`src/rtl/snake_engine_if.sv`:
```
// Pixel request stream from snake_engine to the VGA adapter plot/x/y/colour inputs.
interface snake_engine_if #(
  parameter int X_W = 8,
  parameter int Y_W = 7
);
  logic           pix_valid;
  logic           pix_ready;
  logic [X_W-1:0] pix_x;
  logic [Y_W-1:0] pix_y;
  logic [2:0]     pix_colour;

  modport master (output pix_valid, pix_x, pix_y, pix_colour, input pix_ready);
  modport slave  (input pix_valid, pix_x, pix_y, pix_colour, output pix_ready);
endinterface

```
`src/rtl/snake_engine.sv`:
```
// Snake-game core: circular body buffer, per-tick move/collision/grow, erase/draw pixel stream.
// Optional SNAKE_WALL_WRAP_EN makes the head wrap around the grid edges instead of dying.
module snake_engine #(
  parameter int         X_W         = 8,
  parameter int         Y_W         = 7,
  parameter int         GRID_W      = 160,
  parameter int         GRID_H      = 120,
  parameter int         MAX_LEN     = 64,
  parameter int         START_X     = 10,
  parameter int         START_Y     = 60,
  parameter logic [2:0] HEAD_COLOUR = 3'b010
) (
  input  logic                      clk,
  input  logic                      resetn,
  input  logic                      tick,
  input  logic [1:0]                dir_req,
  input  logic [X_W-1:0]            food_x,
  input  logic [Y_W-1:0]            food_y,
  input  logic                      food_valid,
  snake_engine_if.master            pix,
  output logic                      ate,
  output logic                      dead,
  output logic                      busy,
  output logic [$clog2(MAX_LEN):0]  length
);
  localparam int PW = $clog2(MAX_LEN);
  localparam int LW = PW + 1;

  typedef enum logic [1:0] {LEFT, RIGHT, UP, DOWN} dir_t;
  typedef enum logic [2:0] {IDLE, STEP, SCAN, ERASE, DRAW, DEAD} state_t;

  state_t         state, state_nx;
  dir_t           cur_dir;
  logic [X_W-1:0] body_x [MAX_LEN];
  logic [Y_W-1:0] body_y [MAX_LEN];
  logic [PW-1:0]  head_ptr, tail_ptr, scan_ptr;
  logic [LW-1:0]  scan_cnt;
  logic [X_W-1:0] head_x, nxt_x, mv_x;
  logic [Y_W-1:0] head_y, nxt_y, mv_y;
  logic           grow, edge_hit, wall, step_grow, hit_body;
  logic [LW-1:0]  step_cnt;

  // Head is always on-grid, so leaving the grid is detected from the edge cell alone.
  always_comb begin
    mv_x     = head_x;
    mv_y     = head_y;
    edge_hit = 1'b0;
    unique case (cur_dir)
      LEFT:  if (head_x == '0) begin edge_hit = 1'b1; mv_x = X_W'(GRID_W - 1); end
             else mv_x = head_x - X_W'(1);
      RIGHT: if (head_x == X_W'(GRID_W - 1)) begin edge_hit = 1'b1; mv_x = '0; end
             else mv_x = head_x + X_W'(1);
      UP:    if (head_y == '0) begin edge_hit = 1'b1; mv_y = Y_W'(GRID_H - 1); end
             else mv_y = head_y - Y_W'(1);
      DOWN:  if (head_y == Y_W'(GRID_H - 1)) begin edge_hit = 1'b1; mv_y = '0; end
             else mv_y = head_y + Y_W'(1);
    endcase
  end

`ifdef SNAKE_WALL_WRAP_EN
  assign wall = 1'b0;
`else
  assign wall = edge_hit;
`endif

  assign step_grow = food_valid && (mv_x == food_x) && (mv_y == food_y) &&
                     (length != LW'(MAX_LEN));
  assign step_cnt  = step_grow ? length : length - LW'(1);
  assign hit_body  = (body_x[scan_ptr] == nxt_x) && (body_y[scan_ptr] == nxt_y);

  always_comb begin
    state_nx = state;
    unique case (state)
      IDLE:  if (tick) state_nx = STEP;
      STEP:  if (wall) state_nx = DEAD;
             else if (step_cnt == '0) state_nx = step_grow ? DRAW : ERASE;
             else state_nx = SCAN;
      SCAN:  if (hit_body) state_nx = DEAD;
             else if (scan_cnt == LW'(1)) state_nx = grow ? DRAW : ERASE;
      ERASE: if (pix.pix_ready) state_nx = DRAW;
      DRAW:  if (pix.pix_ready) state_nx = IDLE;
      DEAD:  state_nx = DEAD;
      default: state_nx = IDLE;
    endcase
  end

  always_comb begin
    pix.pix_valid  = 1'b0;
    pix.pix_x      = '0;
    pix.pix_y      = '0;
    pix.pix_colour = '0;
    if (state == ERASE) begin
      pix.pix_valid = 1'b1;
      pix.pix_x     = body_x[tail_ptr];
      pix.pix_y     = body_y[tail_ptr];
    end else if (state == DRAW) begin
      pix.pix_valid  = 1'b1;
      pix.pix_x      = nxt_x;
      pix.pix_y      = nxt_y;
      pix.pix_colour = HEAD_COLOUR;
    end
  end

  assign busy = state inside {STEP, SCAN, ERASE, DRAW};
  assign dead = (state == DEAD);
  assign ate  = (state == DRAW) && pix.pix_ready && grow;

  always_ff @(posedge clk or negedge resetn) begin
    if (!resetn) begin
      state    <= IDLE;
      cur_dir  <= RIGHT;
      head_x   <= X_W'(START_X);
      head_y   <= Y_W'(START_Y);
      nxt_x    <= '0;
      nxt_y    <= '0;
      grow     <= 1'b0;
      head_ptr <= '0;
      tail_ptr <= '0;
      scan_ptr <= '0;
      scan_cnt <= '0;
      length   <= LW'(1);
      for (int unsigned i = 0; i < MAX_LEN; i++) begin
        body_x[i] <= '0;
        body_y[i] <= '0;
      end
      body_x[0] <= X_W'(START_X);
      body_y[0] <= Y_W'(START_Y);
    end else begin
      state <= state_nx;
      unique case (state)
        IDLE: if (tick && (dir_t'(dir_req) != dir_t'(cur_dir ^ 2'b01)))
                cur_dir <= dir_t'(dir_req);
        STEP: begin
          nxt_x    <= mv_x;
          nxt_y    <= mv_y;
          grow     <= step_grow;
          scan_ptr <= head_ptr;
          scan_cnt <= step_cnt;
        end
        SCAN: begin
          scan_ptr <= scan_ptr - PW'(1);
          scan_cnt <= scan_cnt - LW'(1);
        end
        DRAW: if (pix.pix_ready) begin
          head_ptr                  <= head_ptr + PW'(1);
          body_x[head_ptr + PW'(1)] <= nxt_x;
          body_y[head_ptr + PW'(1)] <= nxt_y;
          head_x                    <= nxt_x;
          head_y                    <= nxt_y;
          if (grow) length   <= length + LW'(1);
          else      tail_ptr <= tail_ptr + PW'(1);
        end
        default: ;
      endcase
    end
  end
endmodule

```
`src/flat_wrapper.sv`:
```
// flat-port wrapper written by rule: the top's interface ports become plain ports
module snake_engine_flat 
#(
  parameter int         X_W         = 8,
  parameter int         Y_W         = 7,
  parameter int         GRID_W      = 160,
  parameter int         GRID_H      = 120,
  parameter int         MAX_LEN     = 64,
  parameter int         START_X     = 10,
  parameter int         START_Y     = 60,
  parameter logic [2:0] HEAD_COLOUR = 3'b010
)
  (clk, resetn, tick, dir_req, food_x, food_y, food_valid, ate, dead, busy, length, pix_pix_valid, pix_pix_x, pix_pix_y, pix_pix_colour, pix_pix_ready);
  snake_engine_if #(.X_W(X_W), .Y_W(Y_W)) pix_i ();
  input  logic clk;
  input  logic resetn;
  input  logic tick;
  input  logic [1:0] dir_req;
  input  logic [X_W-1:0] food_x;
  input  logic [Y_W-1:0] food_y;
  input  logic food_valid;
  output logic ate;
  output logic dead;
  output logic busy;
  output logic [$clog2(MAX_LEN):0] length;
  output wire logic [$bits(pix_i.pix_valid)-1:0] pix_pix_valid;
  output wire logic [$bits(pix_i.pix_x)-1:0] pix_pix_x;
  output wire logic [$bits(pix_i.pix_y)-1:0] pix_pix_y;
  output wire logic [$bits(pix_i.pix_colour)-1:0] pix_pix_colour;
  input wire logic [$bits(pix_i.pix_ready)-1:0] pix_pix_ready;
  assign pix_pix_valid = pix_i.pix_valid;
  assign pix_pix_x = pix_i.pix_x;
  assign pix_pix_y = pix_i.pix_y;
  assign pix_pix_colour = pix_i.pix_colour;
  assign pix_i.pix_ready = pix_pix_ready;
  snake_engine #(.X_W(X_W), .Y_W(Y_W), .GRID_W(GRID_W), .GRID_H(GRID_H), .MAX_LEN(MAX_LEN), .START_X(START_X), .START_Y(START_Y), .HEAD_COLOUR(HEAD_COLOUR)) u_core (.clk(clk), .resetn(resetn), .tick(tick), .dir_req(dir_req), .food_x(food_x), .food_y(food_y), .food_valid(food_valid), .pix(pix_i), .ate(ate), .dead(dead), .busy(busy), .length(length));
endmodule
```
`config.mk`:
```
export PLATFORM = sky130hd
export DESIGN_NAME = snake_engine_flat
export DESIGN_NICKNAME = d
export VERILOG_FILES = /design/src/rtl/snake_engine_if.sv /design/src/rtl/snake_engine.sv /design/src/flat_wrapper.sv
export SDC_FILE = /design/constraint.sdc
export NUM_CORES = 2
export LEC_CHECK = 0
export CORE_MARGIN = 3
export CORE_UTILIZATION = 32
export DETAILED_ROUTE_END_ITERATION = 16
export GPL_TIMING_DRIVEN = 0
export PLACE_DENSITY = 0.55
export SLEW_MARGIN = 20
export SYNTH_ARGS = -nofsm -noshare
export SYNTH_HDL_FRONTEND = slang
export SYNTH_SLANG_ARGS = --single-unit
```
`constraint.sdc`:
```
create_clock -name clk -period 3.57 [get_ports clk]
set_clock_uncertainty 0.15 [all_clocks]
set_input_delay 0.5355 -clock clk [delete_from_list [all_inputs] [get_ports clk]]
set_output_delay 0.5355 -clock clk [all_outputs]
set_load 0.02 [all_outputs]
```
### After elaboration in Yosys (flattened, before gate mapping)

Index checks and enable logic that the tools add are counted.

* flip-flop bits (word level): 1028
* latch bits: 0
* RAM bits: 0
* ROM bits: 0
* logic and storage cells: 250
* memories kept: 0

* add/sub/neg operators: 10
* $mul: 0
* div/mod/pow operators: 0
* $lt $le $gt $ge: 4
* eq/ne operators: 21
* shift-type cells: 0
* muxes and demuxes: 50
* bitwise operators: 5
* reductions and logical operators: 20

Operators by type and width (number)
* bitwise mux 512 bit: 1
* bitwise mux 448 bit: 1
* binary-select mux 8 bit (select 6 bit): 2
* binary-select mux 7 bit (select 6 bit): 2
* 2-to-1 mux 8 bit: 9
* 2-to-1 mux 7 bit: 10
* demux 8 bit (select 6 bit): 1
* demux 7 bit (select 6 bit): 1
* 2-to-1 mux 3 bit: 10
* case mux 7 bit (2 select lines): 2
* >= comparator 7 bit, second input constant: 3
* NOT 6 -> 7 bit: 3
* subtractor 7 x 1 -> 7 bit, second input constant: 3
* case mux 3 bit (6 select lines): 1
* == test 8 bit: 2
* case mux 8 bit (2 select lines): 1
* adder 7 x 1 -> 7 bit, second input constant: 2
* == test 7 bit: 2
* zero test 7 bit: 2
* adder 6 x 1 -> 6 bit, second input constant: 2
* case mux 6 bit (2 select lines): 1
* adder 8 x 1 -> 8 bit, second input constant: 1
* == test 8 bit, second input constant: 1
* logical AND 1 bit: 8
* 26 further kinds: 39

### Depth between registers and ports, before layout

* depth after elaboration: 12
* gate-level depth with buffers: 14
* depth with buffers taken out: 11

### Least setup slack after synthesis

OpenSTA, ideal clock, no wires.

* path kind: register to output
* from: reg u_core.tail_ptr[0]
* to: out pix_pix_x[0]
* arrival: 3.105 ns
* slack: -0.221 ns
* cell stages (with the launch flop): 9
* buffers on the path: 3
* cell sequence: dfrtp_1 clkbuf_1 clkbuf_1 buf_1 mux4_2 mux4_2 mux4_2 nand2b_1 nand2_1

* word-level cells in the longest chain between the ends: 5

RTL lines
* from (decl): RTL line snake_engine.sv:36 `logic [PW-1:0] head_ptr, tail_ptr, scan_ptr;`
* from (signal assigned): RTL line snake_engine.sv:151 `else tail_ptr <= tail_ptr + PW'(1);`
* NOT 6 -> 7 bit (not written as such): RTL line snake_engine.sv:94 `pix.pix_x = body_x[tail_ptr];`
* binary-select mux 8 bit (select 6 bit): RTL line snake_engine.sv:94
* 2-to-1 mux 8 bit (not written as such) (2 in a row): RTL line snake_engine.sv:94
* 2-to-1 mux 8 bit: RTL line snake_engine.sv:92 `if (state == ERASE) begin`
* to (decl): RTL line flat_wrapper.sv:27 `output wire logic [$bits(pix_i.pix_x)-1:0] pix_pix_x;`

Every way passes these cells. The select of a mux whose other input is x is not followed.

### Final worst setup path

* from: reg u_core.tail_ptr[0]
* to: out pix_pix_x[5]

Same word-level chain as after synthesis.

==> flow_metrics.env <==
export IMPL_crit_top_cell="mux4_2"
export IMPL_hold_path_class="in2reg"
export IMPL_reg2reg_depth=11
export IMPL_final_max_slew_viol_count=0
export IMPL_synthToLayoutAreaGrowth_pct=22.2
export IMPL_clk_pin_slew_worst_paths_ps=60
export IMPL_cts_tree="built"
export IMPL_powerDensity_nw_per_um2=655
export IMPL_fmax_mhz=222
export IMPL_path_max_fanout=6
export IMPL_synth_top_cell_by_area="dfrtp_1"
export IMPL_layout_common_cells="1,008 x dfrtp_1, 950 x mux2_2, 545 x mux4_2, 186 x nand2_1, 169 x clkbuf_1"
export IMPL_drtPass1Iterations=5
export IMPL_synth_ff_type="dfrtp_1"
export IMPL_top_layer_used="met5"
export IMPL_overflow=0
export IMPL_nets=4266
export IMPL_reg2reg_to="u_core.state[2]"
export IMPL_async_flop_share_pct=100
export IMPL_drt_met1_wl_mm=96.3
export IMPL_htreeDepth=3
export IMPL_worstSetupPathType="reg2out"
export IMPL_layout_commonest_cell="dfrtp_1"
export IMPL_status="complete, but fails checks"
export IMPL_routed_wl_mm=247
export IMPL_start_kind="register"
export IMPL_multi_input_area_um2=30100
export IMPL_yosysSeqAreaShare_pct=45.7
export IMPL_power_w=0.0451
export IMPL_clockRootBuffer="clkbuf_16"
export IMPL_drcViolationCount=0
export IMPL_fill_cells=16200
export IMPL_fp_dieArea_um2=181000
export IMPL_io_buffers=48
export IMPL_wl_met3_mm=27.2
export IMPL_finalHoldViolations=0
export IMPL_cp_end_kind="output pin"
export IMPL_period_needed_ps=4510
export IMPL_synth_cell_types=81
export IMPL_p_leak_nw=29.9
export IMPL_slowest_stage="mux4_2"
export IMPL_io_pins=51
export IMPL_yosys_top_cells_area="dfrtp_1 45%, mux4_2 22%, mux2_2 19%"
export IMPL_numCtsBuffers=117
export IMPL_tightestPinTransition_ps=1260
export IMPL_synth_seq_cells=1028
export IMPL_fin_ws_ps=-938
export IMPL_avgSynthCellArea_um2=14.5
export IMPL_avgRoutedWirePerCell_um=37.0
export IMPL_fin_cells=6662
export IMPL_r2r_slack_ps=-590
export IMPL_gp_congestion=1.01
export IMPL_grt_pass1_wl_mm=337
export IMPL_track_usage_pct=26.8
export IMPL_required_ps=2880
export IMPL_hp_start="dir_req[0]"
export IMPL_yosysTopAreaCellShare_pct=45.0
export IMPL_rsz0062_at_grt="true"
export IMPL_grt_max_degree=133
export IMPL_die_x_um=426
export IMPL_r2r_start="u_core.scan_ptr[2]"
export IMPL_die_height_um=426
export IMPL_drv_cap=0
export IMPL_ir_drop_mv=0.478
export IMPL_max_stage_delay_ps=550
export IMPL_postRouteAntennaNets=0
export IMPL_fp_coreArea_um2=174000
export IMPL_drive_gt1_share_pct=53.6
export IMPL_setup_violations=26
export IMPL_seqCellArea_um2=25700
export IMPL_maxSlewHeadroom_pct=16.2
export IMPL_worstSkewPairLatency_ps=780
export IMPL_setup_tns_ps=-15030
export IMPL_synthCells=3896
export IMPL_dr_wl_met2_mm=107
export IMPL_initial_core_util_pct=32.3
export IMPL_row_count=153
export IMPL_netlist_area_um2=56300
export IMPL_clock_sinks=1028
export IMPL_min_path_cells=2
export IMPL_dp_cells=6293
export IMPL_critical_path_cell_chain="clkbuf_16 -> buf_12 -> clkbuf_16 -> buf_12 -> mux4_2 -> mux4_2 -> mux4_2 -> nand2b_1 -> nand2_4 -> buf_6"
export IMPL_grt_pass1_vias=40000
export IMPL_violations="setup timing"
export IMPL_drtIter0Drc=5172
export IMPL_yosys_warnings=0
export IMPL_synth_edf_count=0
export IMPL_hold_ws_ps=222
export IMPL_via_per_inst=6.20
export IMPL_antenna_found_initial=22
export IMPL_clock_path_buffers=3
export IMPL_finalCritPeriodShare_pct=126
export IMPL_place_detailed_hpwl_mm=176
export IMPL_min_to="u_core.cur_dir[0]"
export IMPL_final_util_pct=39.5
export IMPL_cp_data_arrival_time_ps=3820
export IMPL_vias=41300
flip-flops by register name, indices dropped and copies added (netlist names), 7 cells and up:
name,cells
u_core.head_y,7
u_core.head_x,8
u_core.body_x,512
u_core.scan_cnt,7
u_core.length,7
u_core.body_y,448
u_core.nxt_y,7
u_core.nxt_x,8
synthesized netlist by cell type (11+ instances only):
cell type     n
o22ai_1      26
xor2_1       25
or3_1        12
mux2i_1      79
nand2_1     222
and3_1       13
buf_2        24
buf_1        41
a21oi_1      44
o221ai_1     30
nor3_1       22
nor2_1       91
o21ai_0      85
dfstp_2      14
o211ai_1     17
dfrtp_1    1014
a31oi_1      11
inv_1        23
buf_4        16
nand3_1      34
mux2_2      949
nand2b_1     33
clkbuf_1    296
xnor2_1      28
mux4_2      545
ha_1         13
nor4_1       12
repair_timing:
item	4_1_cts	5_1_grt
hold buffers	1	0
endpoints found under the hold margin	121	0
gates resized for setup	778	111
pin swaps	56	40
setup buffers	100	55
setup endpoints to repair	935	305
gates cloned	5	3
critical path, delay by kind of cell, from the launching register on:
kind,cells,cell delay [ps]
buffers and inverters,5,860
flip-flops,1,400
multiplexers,3,1540
AND/OR/NAND/NOR,2,240
per-layer routing:
layer | global-route usage [%] | vias up
met3 | 7.69 | 619
met5 | 0 | -
met1 | 35.4 | 22300
met2 | 39.2 | 2632
met4 | 15.4 | 6
li1 | - | 15700
metrics by stage:
| step | setup WS [ps] | area, um^2 |
|---|---|---|
| 2_1_floorplan | 23.3 | 56400 |
| 3_3_place_gp | -46900 | 59800 |
| 3_5_place_dp | -3480 | 60500 |
| 4_1_cts | -1010 | 68000 |
| 5_1_grt | -949 | 68800 |
| 6_report | -938 | 68800 |
cell type report:
| class | instances | area share [%] |
|---|---|---|
| multi-input cells | 2458 | 43.7 |
| inverters | 27 | 0.158 |
| plain buffers | 367 | 4.62 |
| clock inverters | 44 | 0.738 |
| diodes | 8 | 0.0291 |
| flip-flops and latches | 1028 | 37.4 |
| well taps | 2325 | 4.23 |
| repair buffers | 232 | 4.08 |
| clock buffers | 173 | 5.07 |
how the worst max path moves through the flow:
stage,start,to
after CTS,u_core.tail_ptr[0],pix_pix_y[5]
after floorplan,u_core.tail_ptr[0],pix_pix_x[6]
after global routing,u_core.tail_ptr[0],pix_pix_y[2]
after detailed placement,u_core.scan_ptr[2],u_core.state[1]
final,u_core.tail_ptr[0],pix_pix_x[5]
after global placement,resetn,u_core.body_x[0]
where the power goes:
part	switching [W]	internal, W
clock network	0.00535	0.00732
registers	0.000567	0.0121
logic	0.0128	0.00693
total	0.0187	0.0264
logic make-up after synthesis:
| family | share of synthesized area, % |
|---|---|
| AO/OA/AOI/OAI | 3.69 |
| XOR/XNOR | 0.824 |
| adder cells (fa/ha/maj) | 0.289 |
| buffers and inverters | 3.03 |
| flip-flops | 45.7 |
| multiplexers | 42.2 |
| other | 0.00666 |
| AND/OR/NAND/NOR | 4.30 |
(Power assumes the default switching activity.)
